<file path="config.mk">
export PLATFORM = sky130hd
export DESIGN_NAME = sipo_deserializer_flat
export DESIGN_NICKNAME = d
export VERILOG_FILES = /design/src/rtl/sipo_deserializer_if.sv /design/src/rtl/sipo_deserializer.sv /design/src/flat_wrapper.sv
export SDC_FILE = /design/constraint.sdc
export NUM_CORES = 1
export LEC_CHECK = 0
export BUFFER_PORTS_ARGS = -buffer_cell sky130_fd_sc_hd__buf_2
export CAP_MARGIN = 10
export CELL_PAD_IN_SITES_DETAIL_PLACEMENT = 1
export CELL_PAD_IN_SITES_GLOBAL_PLACEMENT = 1
export CORE_MARGIN = 2
export CORE_UTILIZATION = 39
export DETAILED_ROUTE_END_ITERATION = 10
export PLACE_DENSITY_LB_ADDON = 0.1
export SLEW_MARGIN = 30
export SYNTH_ARGS = -nofsm -noshare
export SYNTH_HDL_FRONTEND = slang
export SYNTH_SLANG_ARGS = --single-unit
</file>
<file path="constraint.sdc">
create_clock -name clk -period 3 [get_ports clk]
set_input_delay 0.15 -clock clk [delete_from_list [all_inputs] [get_ports clk]]
set_output_delay 0.15 -clock clk [all_outputs]
set_load 0.005 [all_outputs]
</file>
<file path="src/rtl/sipo_deserializer_if.sv">
// Parallel-side and serial-side signal bundle for the SIPO deserializer.
// The master modport is the environment (serial producer plus word consumer);
// the slave modport is the deserializer itself.
interface sipo_deserializer_if #(
    parameter int N = 4
) ();
    localparam int CW = $clog2(N);

    // Serial receive side
    logic          serial_in;
    logic          shift_en;
    logic          frame_start;

    // Parallel word side
    logic [N-1:0]  data_out;
    logic          data_valid;
    logic          data_ready;

    // Status
    logic          overrun;
    logic          clr_overrun;
    logic [CW-1:0] bit_cnt;

    modport master (
        output serial_in,
        output shift_en,
        output frame_start,
        output data_ready,
        output clr_overrun,
        input  data_out,
        input  data_valid,
        input  overrun,
        input  bit_cnt
    );

    modport slave (
        input  serial_in,
        input  shift_en,
        input  frame_start,
        input  data_ready,
        input  clr_overrun,
        output data_out,
        output data_valid,
        output overrun,
        output bit_cnt
    );
endinterface

</file>
<file path="src/rtl/sipo_deserializer.sv">
// Serial-to-parallel receive stage. Collects one bit per shift_en strobe,
// aligns words on frame_start, and hands completed N-bit words to a
// registered valid/ready output stage. A word that completes while the
// output still holds an unaccepted word is dropped and flagged as overrun.
module sipo_deserializer #(
    parameter int N         = 4,
    parameter bit LSB_FIRST = 1'b1
) (
    input  logic                  clk,
    input  logic                  rst,
    sipo_deserializer_if.slave    bus
);
    localparam int CW = $clog2(N);

    localparam logic [CW-1:0] ZERO_CNT  = CW'(0);
    localparam logic [CW-1:0] ONE_CNT   = CW'(1);
    localparam logic [CW-1:0] LAST_CNT  = CW'(N - 1);
    localparam logic [N-1:0]  ZERO_WORD = {N{1'b0}};

    typedef enum logic [0:0] {
        ST_IDLE    = 1'b0,
        ST_COLLECT = 1'b1
    } state_t;

    // Shift one received bit into a partial word. With LSB_FIRST the bit
    // enters at the top and walks down, so the first bit of a word ends up
    // in bit 0 after N shifts; otherwise it enters at the bottom and the
    // first bit ends up in bit N-1.
    function automatic logic [N-1:0] shift_bit(input logic [N-1:0] cur,
                                               input logic         bit_in);
        logic [N-1:0] nxt;
        if (LSB_FIRST) begin
            nxt = {bit_in, cur[N-1:1]};
        end else begin
            nxt = {cur[N-2:0], bit_in};
        end
        return nxt;
    endfunction

    // Registered state
    state_t        state_r;
    logic [N-1:0]  sr_r;
    logic [CW-1:0] bit_cnt_r;
    logic [N-1:0]  data_out_r;
    logic          data_valid_r;
    logic          overrun_r;

    // Next-state values
    state_t        state_s;
    logic [N-1:0]  sr_s;
    logic [CW-1:0] bit_cnt_s;
    logic          complete_s;
    logic [N-1:0]  data_out_s;
    logic          data_valid_s;
    logic          overrun_s;
    logic          accept_s;
    logic          drop_s;

    // Framing FSM: alignment, bit capture, resync and word completion.
    always_comb begin
        state_s    = state_r;
        sr_s       = sr_r;
        bit_cnt_s  = bit_cnt_r;
        complete_s = 1'b0;

        case (state_r)
            ST_IDLE: begin
                // Bits before the first frame_start carry no alignment and
                // are ignored.
                if (bus.shift_en && bus.frame_start) begin
                    sr_s      = shift_bit(ZERO_WORD, bus.serial_in);
                    bit_cnt_s = ONE_CNT;
                    state_s   = ST_COLLECT;
                end else begin
                    state_s   = ST_IDLE;
                end
            end

            ST_COLLECT: begin
                if (bus.shift_en) begin
                    if (bus.frame_start && (bit_cnt_r != ZERO_CNT)) begin
                        // Resync: the partial word is abandoned silently and
                        // this bit starts a new word.
                        sr_s      = shift_bit(ZERO_WORD, bus.serial_in);
                        bit_cnt_s = ONE_CNT;
                    end else if (bit_cnt_r == LAST_CNT) begin
                        // Last bit of the word: hand it on and keep
                        // collecting so back-to-back words stay aligned.
                        sr_s       = shift_bit(sr_r, bus.serial_in);
                        bit_cnt_s  = ZERO_CNT;
                        complete_s = 1'b1;
                    end else begin
                        sr_s      = shift_bit(sr_r, bus.serial_in);
                        bit_cnt_s = bit_cnt_r + ONE_CNT;
                    end
                end else begin
                    // Gap in the strobe: hold the partial word.
                    sr_s      = sr_r;
                    bit_cnt_s = bit_cnt_r;
                end
            end

            default: begin
                state_s   = ST_IDLE;
                sr_s      = ZERO_WORD;
                bit_cnt_s = ZERO_CNT;
            end
        endcase
    end

    // Output stage: load on completion when there is room (including room
    // freed by an accept on the same edge), otherwise drop and flag overrun.
    always_comb begin
        accept_s     = data_valid_r & bus.data_ready;
        data_out_s   = data_out_r;
        data_valid_s = data_valid_r;
        drop_s       = 1'b0;

        if (complete_s) begin
            if (!data_valid_r || accept_s) begin
                data_out_s   = sr_s;
                data_valid_s = 1'b1;
            end else begin
                drop_s       = 1'b1;
            end
        end else if (accept_s) begin
            // data_out keeps the accepted word; only valid drops.
            data_valid_s = 1'b0;
        end else begin
            data_valid_s = data_valid_r;
        end

        // A new drop wins over a clear in the same cycle.
        if (drop_s) begin
            overrun_s = 1'b1;
        end else if (bus.clr_overrun) begin
            overrun_s = 1'b0;
        end else begin
            overrun_s = overrun_r;
        end
    end

    // State and output registers with synchronous reset.
    always_ff @(posedge clk) begin
        if (rst) begin
            state_r      <= ST_IDLE;
            sr_r         <= ZERO_WORD;
            bit_cnt_r    <= ZERO_CNT;
            data_out_r   <= ZERO_WORD;
            data_valid_r <= 1'b0;
            overrun_r    <= 1'b0;
        end else begin
            state_r      <= state_s;
            sr_r         <= sr_s;
            bit_cnt_r    <= bit_cnt_s;
            data_out_r   <= data_out_s;
            data_valid_r <= data_valid_s;
            overrun_r    <= overrun_s;
        end
    end

    assign bus.data_out   = data_out_r;
    assign bus.data_valid = data_valid_r;
    assign bus.overrun    = overrun_r;
    assign bus.bit_cnt    = bit_cnt_r;

endmodule

</file>
<file path="src/flat_wrapper.sv">
// flat-port wrapper written by rule: the top's interface ports become plain ports
module sipo_deserializer_flat 
#(
    parameter int N         = 4,
    parameter bit LSB_FIRST = 1'b1
)
  (clk, rst, bus_serial_in, bus_shift_en, bus_frame_start, bus_data_ready, bus_clr_overrun, bus_data_out, bus_data_valid, bus_overrun, bus_bit_cnt);
  sipo_deserializer_if #(.N(N)) bus_i ();
  input  logic clk;
  input  logic rst;
  input wire logic [$bits(bus_i.serial_in)-1:0] bus_serial_in;
  input wire logic [$bits(bus_i.shift_en)-1:0] bus_shift_en;
  input wire logic [$bits(bus_i.frame_start)-1:0] bus_frame_start;
  input wire logic [$bits(bus_i.data_ready)-1:0] bus_data_ready;
  input wire logic [$bits(bus_i.clr_overrun)-1:0] bus_clr_overrun;
  output wire logic [$bits(bus_i.data_out)-1:0] bus_data_out;
  output wire logic [$bits(bus_i.data_valid)-1:0] bus_data_valid;
  output wire logic [$bits(bus_i.overrun)-1:0] bus_overrun;
  output wire logic [$bits(bus_i.bit_cnt)-1:0] bus_bit_cnt;
  assign bus_i.serial_in = bus_serial_in;
  assign bus_i.shift_en = bus_shift_en;
  assign bus_i.frame_start = bus_frame_start;
  assign bus_i.data_ready = bus_data_ready;
  assign bus_i.clr_overrun = bus_clr_overrun;
  assign bus_data_out = bus_i.data_out;
  assign bus_data_valid = bus_i.data_valid;
  assign bus_overrun = bus_i.overrun;
  assign bus_bit_cnt = bus_i.bit_cnt;
  sipo_deserializer #(.N(N), .LSB_FIRST(LSB_FIRST)) u_core (.clk(clk), .rst(rst), .bus(bus_i));
endmodule
</file>
# Word-level counts from Yosys, hierarchy flattened
# Cells that the tools add are included.
[totals] mem_count=0 elab_cells=45 ff_bits=13 mem_bits_ro=0 ramBits=0 input_bits=7 latch_bits=0 out_inout_bits=8
[classes] reduce_logical=10 addsub=1 muxes=22 n_mul=0 n_shift=0 n_bitwise=2 n_lt_le_gt_ge=0 n_eq_ne=4 n_div=0
[ops] cell="$mux 1" count=13
[ops] cell="$mux 2" count=4
[ops] cell="$mux 4" count=2
[ops] cell="$pmux 4 s2" count=1
[ops] cell="$reduce_and 2->1" count=3
[ops] cell="$reduce_bool 2->1" count=3
[ops] cell="$ne 2x2->1 const B" count=2
[ops] cell="$pmux 2 s2" count=1
[ops] cell="$mux 3" count=1
[ops] cell="$add 2x1->2 const B" count=1
[ops] cell="$eq 2x2->1 const B" count=1
[ops] cell="$logic_and 1x1->1" count=2
[ops] cell="$ne 2x1->1 const B" count=1
[ops] cell="$and 1x1->1" count=1
[ops] cell="$logic_not 1->1" count=1
[ops] cell="$logic_or 1x1->1" count=1
[ops] cell="$not 1->1" count=1

# Logic depth before layout (Yosys ltp)
# Gate-level depths: netlist (run 1).
[depth] word_depth=7 ltp_mapped=6 ltp_nobuf=5

# Least setup slack after synthesis (run 1)
# OpenSTA, ideal clock, no wires.
[synth_timing] kind="register to register" startpoint="register u_core.bit_cnt_r[0] (netlist: u_core.bus.bit_cnt[0])" endpoint="register u_core.data_out_r[1] (netlist: u_core.bus.data_out[1])" stages_incl_launch_ff=7 period_less_slack_ps=1382 path_buffers=1 arrival_ps=1255 setup_time_ps=127 t_required_ps=2873 path_slack_ps=1618 cell_sequence="dfxtp_1 -> inv_1 -> ha_1 -> nand2b_1 -> buf_2 -> a32oi_1 -> a211oi_2"
[synth_via] elab_chain_cells=6 elab_cells_between_ends=11 cone_classes="eq/ne: 1; mux: 7; reduce/logical: 3"
[synth_lines] item="start, declared" line_no="sipo_deserializer.sv:43" text="logic [CW-1:0] bit_cnt_r;"
[synth_lines] item="start signal, assigned" line_no="sipo_deserializer.sv:155" text="bit_cnt_r <= bit_cnt_s;"
[synth_lines] item="$eq 2x2->1 or $reduce_bool 2->1 (tied branches)" line_no="sipo_deserializer.sv:86, sipo_deserializer.sv:81"
[synth_lines] item="$mux 1 or $logic_and 1x1->1 (tied branches)" line_no="sipo_deserializer.sv:86, sipo_deserializer.sv:81"
[synth_lines] item="$mux 1" line_no="sipo_deserializer.sv:81" text="if (bus.frame_start && (bit_cnt_r != ZERO_CNT)) begin"
[synth_lines] item="$mux 1" line_no="sipo_deserializer.sv:80" text="if (bus.shift_en) begin"
[synth_lines] item="$mux 1" line_no="sipo_deserializer.sv:66" text="case (state_r)"
[synth_lines] item="$reduce_and 2->1 (no line)"
[synth_lines] item="end signal, assigned" line_no="sipo_deserializer.sv:156" text="data_out_r <= data_out_s;"
[synth_lines] item="end, declared" line_no="sipo_deserializer.sv:44" text="logic [N-1:0] data_out_r;"
# Parallel ways exist; a longest one is shown, timed or not.
# A chain may end at the register's enable or synchronous reset.

# Worst setup path in the final report (run 1)
[layout_timing] startpoint="register u_core.bit_cnt_r[0] (netlist: u_core.bus.bit_cnt[0])" endpoint="register u_core.data_out_r[2] (netlist: u_core.bus.data_out[2])"
# Same word-level chain as after synthesis.

==> flow_metrics.tcl, run 1 <==
set metrics [dict create \
    cap_violations 0 \
    ctsHoldBuffers 0 \
    reg2reg_to "u_core.bus.data_out[2]$_SDFFE_PP0P_" \
    critPathArrivalTime_ps 1880 \
    slew_violations 0 \
    grt_use_met2 0.228 \
    worst_pin_slew_ps 388 \
    critical_path.top_delay_family "simple AND/OR/NAND/NOR gates" \
    ant_nets 0 \
    io_buffers 14 \
    dpl_cell_area_um2 632 \
    die_y_um 42.1 \
    grt_pass1_vias 442 \
    fillers 163 \
    final_common_cell "buf_2" \
    synth_seq_cells 13 \
    p_per_area_mw_per_mm2 478 \
    syn-num-nets 65 \
    wl_per_cell_um 14.5 \
    ir_drop_mv 0.217 \
    rsz0062_at_grt "false" \
    leakage_nw 0.263 \
    crit_buf_inv 1 \
    top_usage_layer "met2" \
    cts.htree.levels 1 \
    ys_warn_count 0 \
    period_share 0.567 \
    worstHoldPathType "input port to flop" \
    n_antenna_cell 0 \
    cts_root_buf "clkbuf_4" \
    reg2reg_from "u_core.bus.bit_cnt[0]$_SDFFE_PP0P_" \
    drive_above_1_share 0.310 \
    fin_nets 81 \
    cts_sinks 13 \
    seq_area_um2 260 \
    remaining_drc_errors 0 \
    post_cts_buffers 0 \
    path_max_fanout 11 \
    grt.total_usage 0.156 \
    critPathKind "flop to flop" \
    cp_slowest_cell "dfxtp_1" \
    dieArea_mm2 0.00177 \
    hold_path_end "u_core.bus.overrun$_SDFFE_PP0P_" \
    min_path_cells 3 \
    routed_via_density 5.66 \
    die_width_um 42.1 \
    dp_hpwl_um 846 \
    numCtsBuffers 3 \
    grt-ovfl-total 0 \
    grt_use_met3 0.0388 \
    fin_crit_ps 1700 \
    cts_buffer_depth 2 \
    critPathCaptureType "flop" \
    multi_input_area_um2 275 \
    dr_total_vias 487 \
    cts_resized 0 \
    critPathRequiredTime_ps 3180 \
    cts_tree "yes" \
    syn2layout_area_growth_pct 16.1 \
    status "finished clean" \
    drtIter0Drc 2 \
    max_freq_mhz 588 \
    yosysSeqAreaShare 0.459 \
    final_cell_mix "14 x buf_2, 13 x dfxtp_1, 6 x nor2_1" \
    slowest_delay_ps 400 \
    routed_wl_um 1250 \
    r2r_slack_ps 1300 \
    initial_core_util 0.425 \
    min_from "bus_clr_overrun" \
    setup.worst_path.start_class "flop" \
    clock_latency_ps 270 \
    synth_cell_types 24 \
    crit_path_cell_trace "inv_1, ha_1, nand2b_1, and4_2, a211oi_1" \
    grt_pass1_wl_um 2090 \
    synth_area_per_cell_um2 10.1 \
    hold_violations 0 \
    syn_inst 56 \
    met1_usage 0.207 \
    grt_max_degree 14 \
    place.gp.congestion 0.675 \
    relSlewSlack 0.741 \
    skew_ps 1.75 \
    ff2ff_path_depth 5 \
    ioPinCount 15 \
    antenna_found_initial 0 \
    synth_area_um2 567 \
    rows 13 \
    core_mm2 0.00133 \
    clk_pin_slew_worst_paths_ps 80 \
    first_pass_iters 2 \
    setup_viol 0 \
    fin_area_um2 658 \
    fin_setup_tns_ps 0 \
]
==> worst max path at each step <==
| stage | depth (start not counted) | end | slack, ps | from |
|---|---|---|---|---|
| finish | 5 | u_core.bus.data_out[2]$_SDFFE_PP0P_ | 1300 | u_core.bus.bit_cnt[0]$_SDFFE_PP0P_ |
| floorplan | 6 | u_core.bus.data_out[1]$_SDFFE_PP0P_ | 1620 | u_core.bus.bit_cnt[0]$_SDFFE_PP0P_ |
| global placement | 5 | u_core.bus.data_out[2]$_SDFFE_PP0P_ | 1450 | u_core.bus.bit_cnt[0]$_SDFFE_PP0P_ |
| CTS | 5 | u_core.bus.data_out[2]$_SDFFE_PP0P_ | 1260 | u_core.bus.bit_cnt[0]$_SDFFE_PP0P_ |
| global route | 5 | u_core.bus.data_out[2]$_SDFFE_PP0P_ | 1150 | u_core.bus.bit_cnt[0]$_SDFFE_PP0P_ |
| detailed placement | 5 | u_core.bus.data_out[2]$_SDFFE_PP0P_ | 1380 | u_core.bus.bit_cnt[0]$_SDFFE_PP0P_ |
==> cells in the mapped netlist <==
master | number | area (um^2)
a211oi_1 | 3 | 22.5
a211oi_2 | 1 | 12.5
a21boi_0 | 1 | 7.51
a21oi_1 | 4 | 20.0
a32oi_1 | 4 | 35.0
a41oi_1 | 4 | 35.0
and2_4 | 1 | 8.76
and4_2 | 1 | 10.0
buf_2 | 1 | 5.00
buf_8 | 1 | 15.0
clkbuf_1 | 1 | 3.75
dfxtp_1 | 13 | 260
ha_1 | 2 | 25.0
inv_1 | 2 | 7.51
mux2i_1 | 1 | 10.0
nand2b_1 | 3 | 18.8
nand2b_2 | 1 | 8.76
nand3_1 | 1 | 5.00
nand4_1 | 1 | 6.26
nor2_1 | 6 | 22.5
nor2b_1 | 1 | 6.26
nor3b_1 | 1 | 7.51
o21ai_0 | 1 | 5.00
o21ai_2 | 1 | 8.76
==> worst register-to-register path, delay by kind of cell, from the launching register on <==
kind	cells	cell delay (ps)
AOI/OAI and AO/OA	1	270
adders and majority gates	1	200
buffers and inverters	1	60
DFF	1	400
and+or+nand+nor	2	680
==> metal layers <==
metal,vias up,part of all wire
met3,4,0.046
li1,245,-
met5,-,0
met4,0,0.022
met2,12,0.47
met1,226,0.47
==> registers in the layout, indices dropped and copies added, names as in the netlist <==
register / flops
u_core.bus.data_out: 4
u_core.sr_r: 4
u_core.bus.bit_cnt: 2
u_core.bus.data_valid: 1
u_core.bus.overrun: 1
u_core.state_r: 1
==> metrics by stage <==
step / instances / utilization / setup slack [ps] / hold slack, ps / total power, mW
floorplan: 56 / - / 1620 / 215 / 0.201
global placement: 82 / 0.474 / 1450 / 417 / 0.209
detailed placement: 82 / 0.474 / 1380 / 422 / 0.209
CTS: 86 / 0.493 / 1260 / 122 / 0.321
global route: 86 / 0.493 / 1150 / 140 / 0.331
finish: 86 / 0.493 / 1300 / 127 / 0.315
==> layout make-up <==
type | instances | area share
multi-input cells | 38 | 0.418
flip-flops and latches | 13 | 0.395
repair buffers | 14 | 0.106
clock buffers | 4 | 0.0399
well taps | 15 | 0.0285
inverters | 2 | 0.0114
==> report_power, final <==
| part | switching [mW] | total, mW | internal, mW |
|---|---|---|---|
| Clock | 0.0581 | 0.110 | 0.0515 |
| Combinational | 0.0152 | 0.0260 | 0.0108 |
| Sequential | 0.00356 | 0.179 | 0.176 |
| Total | 0.0769 | 0.315 | 0.238 |
==> logic make-up (layout without fill, tap and decap cells) <==
group	after synthesis	after routing	share of synthesized area
buf+inv	5	20	0.0552
flops	13	13	0.459
simple gates	16	16	0.166
mux	1	1	0.0177
fa+ha+maj	2	2	0.0441
compound gates	19	19	0.258
(Power assumes the default switching activity.)
==> run 2, diff against run 1 <==
--- a/config.mk
+++ b/config.mk
@@ -5,12 +5,13 @@
 export SDC_FILE = /design/constraint.sdc
 export NUM_CORES = 1
 export LEC_CHECK = 0
+export ABC_AREA = 1
 export BUFFER_PORTS_ARGS = -buffer_cell sky130_fd_sc_hd__buf_2
 export CAP_MARGIN = 10
 export CELL_PAD_IN_SITES_DETAIL_PLACEMENT = 1
 export CELL_PAD_IN_SITES_GLOBAL_PLACEMENT = 1
 export CORE_MARGIN = 2
-export CORE_UTILIZATION = 39
+export CORE_UTILIZATION = 31
 export DETAILED_ROUTE_END_ITERATION = 10
 export PLACE_DENSITY_LB_ADDON = 0.1
 export SLEW_MARGIN = 30
==> constraint.sdc (replaced) <==
create_clock -name clk -period 1.45 [get_ports clk]
set_input_delay 0.0725 -clock clk [delete_from_list [all_inputs] [get_ports clk]]
set_output_delay 0.0725 -clock clk [all_outputs]
set_load 0.005 [all_outputs]
==> flow_metrics.tcl, run 2 <==
set metrics [dict create \
    dr_total_vias 549 \
    skew_ps 4.37 \
    min_path_cells 4 \
    reg2reg_from "u_core.bus.bit_cnt[0]$_SDFFE_PP0P_" \
    clock_latency_ps 280 \
    min_from "bus_clr_overrun" \
    synth_cell_types 16 \
    ff2ff_path_depth 8 \
    syn2layout_area_growth_pct 19.8 \
    cts_resized 0 \
    synth-edff-count 0 \
    ys.flop_type "dfxtp_1" \
    fin_nets 108 \
    setup.worst_path.start_class "flop" \
    cts_root_buf "clkbuf_4" \
    status "finished clean" \
    yosys.area.top_type "dfxtp_1" \
    drtIter0Drc 4 \
    drive_above_1_share 0.235 \
    dp_hpwl_um 1020 \
    fin_crit_ps 1260 \
    leakage_nw 0.383 \
    grt-ovfl-total 0 \
    cts_sinks 13 \
    endpoint "u_core.bus.data_out[0]$_SDFFE_PP0P_" \
    routed_via_density 4.46 \
    grt_pass1_wl_um 2090 \
    rows 15 \
    hold_violations 0 \
    cap_violations 0 \
    grt.total_usage 0.141 \
    antenna_found_initial 0 \
    remaining_drc_errors 0 \
    relSlewSlack 0.827 \
    die_width_um 48.2 \
    worst_pin_slew_ps 258 \
    yosysTopAreaCellShare 0.430 \
    wl_per_cell_um 11.1 \
    grt_pass1_vias 485 \
    first_pass_iters 2 \
    period_share 0.868 \
    die_y_um 48.2 \
    synth_seq_cells 13 \
    post_cts_buffers 0 \
    io_buffers 14 \
    ctsHoldBuffers 0 \
    crit_path_start "u_core.bus.bit_cnt[0]$_SDFFE_PP0P_" \
    dieArea_mm2 0.00232 \
    critPathKind "flop to flop" \
    critPathArrivalTime_ps 1440 \
    setup_viol 0 \
    critPathRequiredTime_ps 1630 \
    reg2reg_to "u_core.bus.data_out[0]$_SDFFE_PP0P_" \
    syn_inst 81 \
    r2r_slack_ps 190 \
    rsz0062_at_grt "false" \
    path_max_fanout 7 \
    yosysSeqAreaShare 0.430 \
    ant_nets 0 \
    p_total_uw 668 \
    synth_area_per_cell_um2 7.48 \
    cts_buffer_depth 2 \
    worstHoldPathType "input port to flop" \
    synth_area_um2 606 \
    core_mm2 0.00178 \
    initial_core_util 0.340 \
    ir_drop_mv 0.365 \
    clk_pin_slew_worst_paths_ps 90 \
    fin_setup_tns_ps 0 \
    cts_tree "yes" \
    critPathCaptureType "flop" \
    synth.most_common_cell "nand2_1" \
    grt_max_degree 10 \
    n_antenna_cell 0 \
    final_common_cell "nand2_1" \
    ys_warn_count 0 \
    cts.htree.levels 1 \
    synth.area.top_cells "dfxtp_1 43%, nand2_1 9.9%, inv_1 8.1%" \
    synth_commonest_cells "16 x nand2_1, 13 x dfxtp_1, 13 x inv_1" \
    final_cell_mix "16 x nand2_1, 14 x buf_2, 13 x inv_1, 13 x dfxtp_1" \
    async_flop_share 0 \
    max_freq_mhz 795 \
    ioPinCount 15 \
    place.gp.congestion 0.753 \
    slew_violations 0 \
    p_per_area_mw_per_mm2 921 \
    syn-num-nets 90 \
    numCtsBuffers 3 \
    routed_wl_um 1360 \
]
run 2: changes by cell type in the layout (fill, tap and decap cells not counted), moves of 3 or more:
| cell | delta |
|---|---|
| nand2_1 | +16 |
| a41oi_1 | -4 |
| a211oi_1 | -3 |
| nand2b_1 | -3 |
| a21oi_1 | +5 |
| nand3_1 | +7 |
| a32oi_1 | -4 |
| nor2_1 | +3 |
| inv_1 | +11 |
run 2: how the worst min path moves through the flow:
stage / endpoint / slack, ps
after floorplan: u_core.bus.overrun$_SDFFE_PP0P_ / 230
after global placement: u_core.bus.overrun$_SDFFE_PP0P_ / 330
after detailed placement: u_core.bus.overrun$_SDFFE_PP0P_ / 350
after CTS: u_core.bus.overrun$_SDFFE_PP0P_ / 40
after global routing: u_core.bus.overrun$_SDFFE_PP0P_ / 50
final: u_core.bus.overrun$_SDFFE_PP0P_ / 40
run 2: worst max-delay path, cell delays in order (launching register included):
cell and delay, ps:
dfxtp_1 400, inv_1 60, ha_1 190, inv_1 90, nand2_4 90, nand3_1 130
nand2_1 70, nor2_1 90, nor2_1 50
run 2: area by class of cell:
| cell class | instances | area (um^2) |
|---|---|---|
| clock buffer | 4 | 26.3 |
| fill | 246 | 1060 |
| inverter | 14 | 52.6 |
| multi-input combinational | 53 | 285 |
| sequential | 13 | 260 |
| tap | 25 | 31.3 |
| timing repair buffer | 14 | 70.1 |
run 2: metal layers:
| layer | vias to the layer above | GRT usage | share of wire |
|---|---|---|---|
| met4 | 0 | 0.0973 | 0.0088 |
| met1 | 247 | 0.163 | 0.46 |
| li1 | 289 | - | - |
| met5 | - | 0 | 0 |
| met2 | 11 | 0.218 | 0.47 |
| met3 | 2 | 0.0444 | 0.052 |
run 2: logic make-up after synthesis:
kind of cell	synth area share
buf+inv	0.0992
compound gates	0.0909
simple gates	0.339
fa+ha+maj	0.0413
flops	0.430
run 2: metrics by stage:
| step | utilization | setup slack [ps] | hold slack, ps | area, um^2 | cells |
|---|---|---|---|---|---|
| floorplan | - | 324 | 234 | 606 | 81 |
| global placement | 0.392 | 254 | 329 | 699 | 119 |
| detailed placement | 0.392 | 217 | 345 | 699 | 119 |
| CTS | 0.407 | 191 | 39.0 | 726 | 123 |
| global route | 0.407 | 39.8 | 49.6 | 726 | 123 |
| finish | 0.407 | 192 | 42.3 | 726 | 123 |
run 2: power breakdown:
part | internal, mW | switching, mW | total (mW)
combinational | 0.0217 | 0.0399 | 0.0615
clock | 0.107 | 0.128 | 0.235
sequential | 0.365 | 0.00694 | 0.372
